**src/rtl/act_cache_pkg.sv**
```systemverilog
// act_cache_pkg: shared types, constants and helpers for the activation way-select pipeline.
//   ACT_MAX_WAYS / ACT_IDX_W : upper bound on ways handled by the helper functions
//   ACT_DEFAULT              : all-ones default activation (slice to WORD_SIZE)
//   sel_entry_t              : queue entry {data, hit, way} for the default 16-bit / 5-way build
//   onehot_lowest_idx()      : index of the lowest set bit
//   popcount_gt1()           : more than one bit set
package act_cache_pkg;

    localparam int ACT_MAX_WAYS = 64;
    localparam int ACT_IDX_W = 6;
    localparam int ACT_MAX_W = 256;
    localparam int ACT_DEF_WORD_SIZE = 16;
    localparam int ACT_DEF_WAY_W = 3;

    localparam logic [ACT_MAX_W-1:0] ACT_DEFAULT = '1;

    typedef struct packed {
        logic [ACT_DEF_WORD_SIZE-1:0] data;
        logic hit;
        logic [ACT_DEF_WAY_W-1:0] way;
    } sel_entry_t;

    function automatic logic [ACT_IDX_W-1:0] onehot_lowest_idx(input logic [ACT_MAX_WAYS-1:0] v);
        logic [ACT_IDX_W-1:0] idx;
        idx = '0;
        for (int i = ACT_MAX_WAYS - 1; i >= 0; i--)
            if (v[i]) idx = ACT_IDX_W'(i);
        return idx;
    endfunction

    // v & (v-1) clears the lowest set bit; anything left means a second bit was set
    function automatic logic popcount_gt1(input logic [ACT_MAX_WAYS-1:0] v);
        return |(v & (v - ACT_MAX_WAYS'(1)));
    endfunction

endpackage

```
**src/rtl/act_skid_fifo2.sv**
```systemverilog
// act_skid_fifo2: 2-entry registered FIFO with valid/ready on both sides.
//   in_valid/in_ready/din    : write side; in_ready depends only on registered occupancy
//   out_valid/out_ready/dout : read side; dout is the head register, held when empty
module act_skid_fifo2
    import act_cache_pkg::*;
#(
    parameter type T = sel_entry_t,
    parameter T RST_VAL = T'('0)
) (
    input  logic clk,
    input  logic rst,
    input  logic in_valid,
    output logic in_ready,
    input  T     din,
    output logic out_valid,
    input  logic out_ready,
    output T     dout
);

    logic [1:0] count;
    T head;
    T tail;
    logic push;
    logic pop;

    assign in_ready = count != 2'd2;
    assign out_valid = count != 2'd0;
    assign push = in_valid && in_ready;
    assign pop = out_ready && out_valid;
    assign dout = head;

    always_ff @(posedge clk) begin
        if (rst) begin
            count <= 2'd0;
            head <= RST_VAL;
            tail <= RST_VAL;
        end else begin
            count <= count + {1'b0, push} - {1'b0, pop};
            // head loads new data when the queue is (or is becoming) empty, else advances from tail
            if (push && (count == 2'd0 || (count == 2'd1 && pop)))
                head <= din;
            else if (pop && count == 2'd2)
                head <= tail;
            if (push && count == 2'd1 && !pop)
                tail <= din;
        end
    end

endmodule

```
**src/rtl/activation_way_select_pipe.sv**
```systemverilog
// activation_way_select_pipe: selects the hitting way's activation and queues it with hit statistics.
//   in_valid/in_ready         : lookup handshake (way_data, way_hit, enable sampled on accept)
//   out_valid/out_ready       : result handshake for activation_out, out_hit, out_way
//   multi_hit_err             : sticky flag for accepted lookups with more than one hit bit
//   hit_count/miss_count      : saturating statistics, cleared by clear_stats
module activation_way_select_pipe
    import act_cache_pkg::*;
#(
    parameter int NWAYS = 5,
    parameter int WORD_SIZE = 16,
    parameter int CNT_W = 16,
    localparam int WAY_W = NWAYS > 1 ? $clog2(NWAYS) : 1
) (
    input  logic                       clk,
    input  logic                       rst,
    input  logic                       in_valid,
    output logic                       in_ready,
    input  logic [NWAYS*WORD_SIZE-1:0] way_data,
    input  logic [NWAYS-1:0]           way_hit,
    input  logic                       enable,
    output logic                       out_valid,
    input  logic                       out_ready,
    output logic [WORD_SIZE-1:0]       activation_out,
    output logic                       out_hit,
    output logic [WAY_W-1:0]           out_way,
    output logic                       multi_hit_err,
    output logic [CNT_W-1:0]           hit_count,
    output logic [CNT_W-1:0]           miss_count,
    input  logic                       clear_stats
);

    typedef struct packed {
        logic [WORD_SIZE-1:0] data;
        logic hit;
        logic [WAY_W-1:0] way;
    } entry_t;

    localparam entry_t ENTRY_RST = '{data: ACT_DEFAULT[WORD_SIZE-1:0], hit: 1'b0, way: '0};

    logic [ACT_MAX_WAYS-1:0] hit_ext;
    logic [ACT_IDX_W-1:0] idx;
    logic hit;
    logic accept;
    entry_t sel;
    entry_t head;

    assign hit_ext = ACT_MAX_WAYS'(way_hit);
    assign idx = onehot_lowest_idx(hit_ext);
    assign hit = |way_hit;
    assign accept = in_valid && in_ready;

    always_comb begin
        sel = ENTRY_RST;
        if (enable && hit) begin
            sel.data = way_data[int'(idx)*WORD_SIZE +: WORD_SIZE];
            sel.hit = 1'b1;
            sel.way = WAY_W'(idx);
        end
    end

    act_skid_fifo2 #(
        .T(entry_t),
        .RST_VAL(ENTRY_RST)
    ) u_fifo (
        .clk(clk),
        .rst(rst),
        .in_valid(in_valid),
        .in_ready(in_ready),
        .din(sel),
        .out_valid(out_valid),
        .out_ready(out_ready),
        .dout(head)
    );

    assign activation_out = head.data;
    assign out_hit = head.hit;
    assign out_way = head.way;

    // clear_stats wins over a same-cycle event, so that event is dropped
    always_ff @(posedge clk) begin
        if (rst || clear_stats) begin
            hit_count <= '0;
            miss_count <= '0;
            multi_hit_err <= 1'b0;
        end else if (accept) begin
            if (hit && hit_count != '1)
                hit_count <= hit_count + CNT_W'(1);
            if (!hit && miss_count != '1)
                miss_count <= miss_count + CNT_W'(1);
            if (popcount_gt1(hit_ext))
                multi_hit_err <= 1'b1;
        end
    end

endmodule

```
**config.mk**
```make
export PLATFORM = sky130hd
export DESIGN_NAME = activation_way_select_pipe
export DESIGN_NICKNAME = d
export VERILOG_FILES = /design/src/rtl/act_cache_pkg.sv /design/src/rtl/act_skid_fifo2.sv /design/src/rtl/activation_way_select_pipe.sv
export SDC_FILE = /design/constraint.sdc
export NUM_CORES = 1
export LEC_CHECK = 0
export ABC_AREA = 1
export ABC_CLOCK_PERIOD_IN_PS = 4800
export CAP_MARGIN = 20
export CORE_MARGIN = 10
export CORE_UTILIZATION = 53
export DETAILED_ROUTE_END_ITERATION = 10
export HOLD_SLACK_MARGIN = 0.03
export PLACE_DENSITY = 0.88
export SYNTH_ARGS = -nofsm -noshare
export SYNTH_HDL_FRONTEND = slang
export SYNTH_HIERARCHICAL = 1
export SYNTH_SLANG_ARGS = --single-unit
```
**constraint.sdc**
```tcl
create_clock -name clk -period 4.8 [get_ports clk]
set_clock_uncertainty 0.15 [all_clocks]
set_input_delay 0.96 -clock clk [delete_from_list [all_inputs] [get_ports clk]]
set_output_delay 0.96 -clock clk [all_outputs]
set_load 0.01 [all_outputs]
```
-- Word-level counts from Yosys, hierarchy flattened
Index checks and enable logic that the tools add are counted.
- register bits after elaboration: 75
- input bits: 91
- output and inout bits: 55
- word-level logic and storage cells: 52
- add/subtract/negate cells: 5
- equality and inequality tests: 5
- shift-type cells: 1
- muxes and demuxes: 8
- bitwise gates (word level): 1
- reductions and logical operators: 22
- operators by type and width (operator ; number):
    $shiftx 80x11->16 ; 1
    $and 5x64->64 ; 1
    $reduce_or 64->1 ; 1
    $mux 20 ; 3
    $add 16x1->16 const B ; 2
    $ne 16x16->1 const B ; 2
    $mux 6 ; 4
    $logic_and 1x1->1 ; 10
    $reduce_and 2->1 ; 3
    $sub 5x1->6 const B ; 1
    $reduce_or 5->1 ; 1
    $reduce_bool 2->1 ; 2
    $mux 3 ; 1
    $add 2x1->2 ; 1
    $eq 2x1->1 const B ; 1
    $eq 2x2->1 const B ; 1
    $logic_not 1->1 ; 2
    $logic_not 2->1 ; 1
    $logic_or 1x1->1 ; 2
    $ne 2x2->1 const B ; 1
    $sub 2x1->2 ; 1

-- Logic depth before layout (Yosys ltp)
- depth in word-level cells: 8
- gate-level depth with buffers: 12
- depth with buffers taken out: 11

-- Cells and area by module
The synthesis kept the hierarchy.
- by module, submodules not included (module ; times used ; cells an instance ; area an instance (µm²) ; sequential area each (µm²)):
    activation_way_select_pipe ; 1 ; 553 ; 3145.5 ; 660.6
    act_skid_fifo2 ; 1 ; 287 ; 1970.6 ; 840.8

-- Worst setup path before layout
OpenSTA, ideal clock, no wires.
- kind: input port to flip-flop
- start point: input port way_hit[0]
- end point: register, netlist name u_fifo/dout[13]
- library setup time: 119 ps
- data arrival time: 1978 ps
- data required time: 4531 ps
- slack: 2554 ps
- cell stages on the path: 11
- path buffers: 1
- path through: inv_2 > nand2_1 > nor2_4 > inv_2 > buf_2 > nand3_1 > o21ai_1 > nand2_1 > nand2_1 > o21ai_0 > nand2_1
- RTL lines (element ; line ; source):
    start: declaration ; activation_way_select_pipe.sv:19 ; input logic [NWAYS-1:0] way_hit,

==> flow_summary.yaml <==
yosys:
  seq_area_frac_synth_pct: 29.3
  avgSynthCellArea_sq_um: 6.09
  synth.area.top_cells: "dfxtp_1 29%, nand2_1 21%, inv_1 7.1%, nand3_1 7.0%, nor2_1 6.6%"
  synth.distinct_cells: 32
  synth_top_cell_by_area: "dfxtp_1"
  synth_nets: 934
  synthTopCellsByCount: "280 x nand2_1, 97 x inv_1, 90 x nor2_1"
  syn_inst: 840
  synth_most_common_cell: "nand2_1"
  ys_ff_latch: 75
  synth_top_cell_area_share_pct: 29.3
  netlist_area_sq_mm: 0.00512
  synth_edf_count: 0
  ys_warn_count: 6
  async_flop_share_pct: 0
  yosys_most_used_dff: "dfxtp_1"
critical_path:
  start_kind: "input pin"
  worst-r2r-setup-slack_ps: 2750
  worstSetupEndpoint: "u_fifo/dout[9]"
  r2r-start: "u_fifo/count[1]"
  path_class: "in -> reg"
  worstSetupStartpoint: "way_hit[3]"
  required_ps: 4870
  arrival_ps: 3310
  critPathCaptureType: "flop"
  reg2regPathDepth: 5
  rr_endpoint: "u_fifo/dout[3]"
  cp_max_fo: 49
placement:
  portBuffers: 145
  placed_area_sq_mm: 0.00650
  pre_cts_ws_ps: 1260
  gp_congestion: 0.913
  dp_hpwl_um: 10900
final_layout:
  area.growth.synth_to_final_pct: 31.1
  post-route-util_pct: 71.9
  design_area_sq_mm: 0.00671
  antenna_cells: 0
  drive_above_1_share_pct: 6.11
  nets: 1055
timing:
  slew_headroom_pct: 46.8
  setup_viol: 0
  hold_viol: 0
  tightestPinTransition_ps: 794
  rsz0062_at_grt: "no"
  tns_ps: 0
  max_freq_ghz: 0.308
  slew_violations: 0
  period_share_pct: 67.6
  min_period_ps: 3250
  fin_ws_ps: 1550
route:
  num_vias: 5506
  wl_per_cell_um: 13.2
  drt_first_pass_iters: 6
  drc: 0
  wl_um: 14500
  vias_per_cell: 5.03
  drtAntennaViolNets: 0
  drt_iter0_drc: 515
clocking:
  cts_root_buf: "clkbuf_8"
  post_cts_buffers: 0
  cts_buffers: 9
  ctsResizeCount: 0
  htreeDepth: 3
  clk_pin_slew_worst_paths_ps: 80
  cts_max_path_buffers: 2
  postCtsHoldBufs: 0
  clock-sinks: 75
  tritoncts: "yes"
  insertion_delay_ps: 350
power:
  p_leak_nw: 3.03
  p_clk_share_pct: 24.4
  p_switching_mw: 0.728
  p_int_mw: 1.31
  power_density_mw_per_mm2: 304
  p_sw_share_pct: 35.7
  pwr-share-comb_pct: 37.5
  power_frac_seq_pct: 38.1
  ir_drop_uv: 201
global_routing:
  overflow: 0
  first_global_vias: 5066
  grt_max_degree: 58
  grt_pass1_wl_um: 24200
  antenna_found_initial: 0
  grt.total_usage_pct: 20.1
hold_path:
  hold_class: "reg -> reg"
floorplanning:
  die_h_um: 118
  dieWidth_um: 118
  fp-row-count: 35
  dieArea_sq_mm: 0.0140
  initial_core_util_pct: 54.8
  core_sq_mm: 0.00933
  ios: 146
run:
  maxCapViolCount: 0
outcome:
  run_status: "finished clean"
[area by class of cell]
type | instances | area, sq um
Clock inverter | 6 | 65.1
Sequential cell | 75 | 1500
Fill cell | 773 | 2620
Timing Repair Buffer | 147 | 1470
Tap cell | 129 | 161
Inverter | 112 | 420
Multi-Input combinational cell | 616 | 2950
Clock buffer | 10 | 138
[per-layer routing]
metal	up-vias	track usage, %	part of all wire (%)
met5	-	0	0
met4	0	6.49	1.9
met3	26	5.28	7.1
met2	195	31.6	45
met1	2417	26.2	46
li1	2868	-	-
[critical path, cell delays in order]
cell             delay (ps)
clkdlybuf4s50_1         540
inv_2                    70
o21ai_4                 370
nand2_2                 570
nor2_1                  250
o21ai_1                 110
nand2_1                  90
nand2_1                 100
o21ai_1                 170
nand2_1                  90
[power by group through the flow]
stage / Clock, mW / Sequential [mW] / Combinational (mW)
6_report: 0.496 / 0.776 / 0.764
3_3_place_gp: 0 / 0.786 / 0.749
2_1_floorplan: 0 / 0.792 / 0.493
5_1_grt: 0.534 / 0.785 / 0.858
4_1_cts: 0.503 / 0.775 / 0.765
3_5_place_dp: 0 / 0.789 / 0.758
[layout by cell type (no fill, tap or decap), types with 2 or more instances in the layout]
cell / count
nand2_1: 280
clkdlybuf4s50_1: 145
inv_1: 97
nor2_1: 90
dfxtp_1: 75
nand3_1: 72
a21oi_1: 31
o21ai_0: 31
o21ai_1: 26
nand3b_1: 23
nand4_1: 15
inv_2: 10
clkbuf_8: 10
a21oi_2: 8
nor2_4: 7
xor2_1: 7
clkinv_1: 5
xnor2_1: 4
nor2_2: 3
nand2_2: 3
nand2_4: 3
ha_1: 3
nor2_8: 2
nand4_4: 2
nor3_1: 2
clkinv_4: 2
clkinv_2: 2
buf_4: 2
[stage by stage]
step | std cells | power, mW | hold WS, ps
global route | 1095 | 2.18 | 355
CTS | 1095 | 2.04 | 326
floorplan | 840 | 1.29 | 292
global placement | 1079 | 1.53 | 299
detailed placement | 1079 | 1.55 | 305
finish | 1095 | 2.04 | 324
[worst min path at each step]
stage	start	to	cells after the start
detailed placement	u_fifo/tail[9]	u_fifo/tail[9]	2
floorplan	u_fifo/tail[13]	u_fifo/tail[13]	2
global route	u_fifo/tail[5]	u_fifo/tail[5]	2
global placement	multi_hit_err	multi_hit_err	2
CTS	u_fifo/tail[9]	u_fifo/tail[9]	2
finish	u_fifo/tail[4]	u_fifo/tail[4]	2
[cells by family (layout without fill, tap and decap cells)]
group                    count (synthesis)  after routing  share of synthesized area (%)
adder cells (fa/ha/maj)                  3              3                          0.734
AND/OR/NAND/NOR                        504            504                           44.7
AO/OA/AOI/OAI                           98             98                           10.4
XOR/XNOR                                11             11                           1.88
flip-flops                              75             75                           29.3
buffers and inverters                  149            275                           12.9
[state kept, by name, summed over array words and instances, names as in the netlist]
signal / cells
hit_count: 16
u_fifo/tail: 20
u_fifo/count: 2
u_fifo/dout: 20
multi_hit_err: 1
miss_count: 16
(Power assumes the default switching activity.)
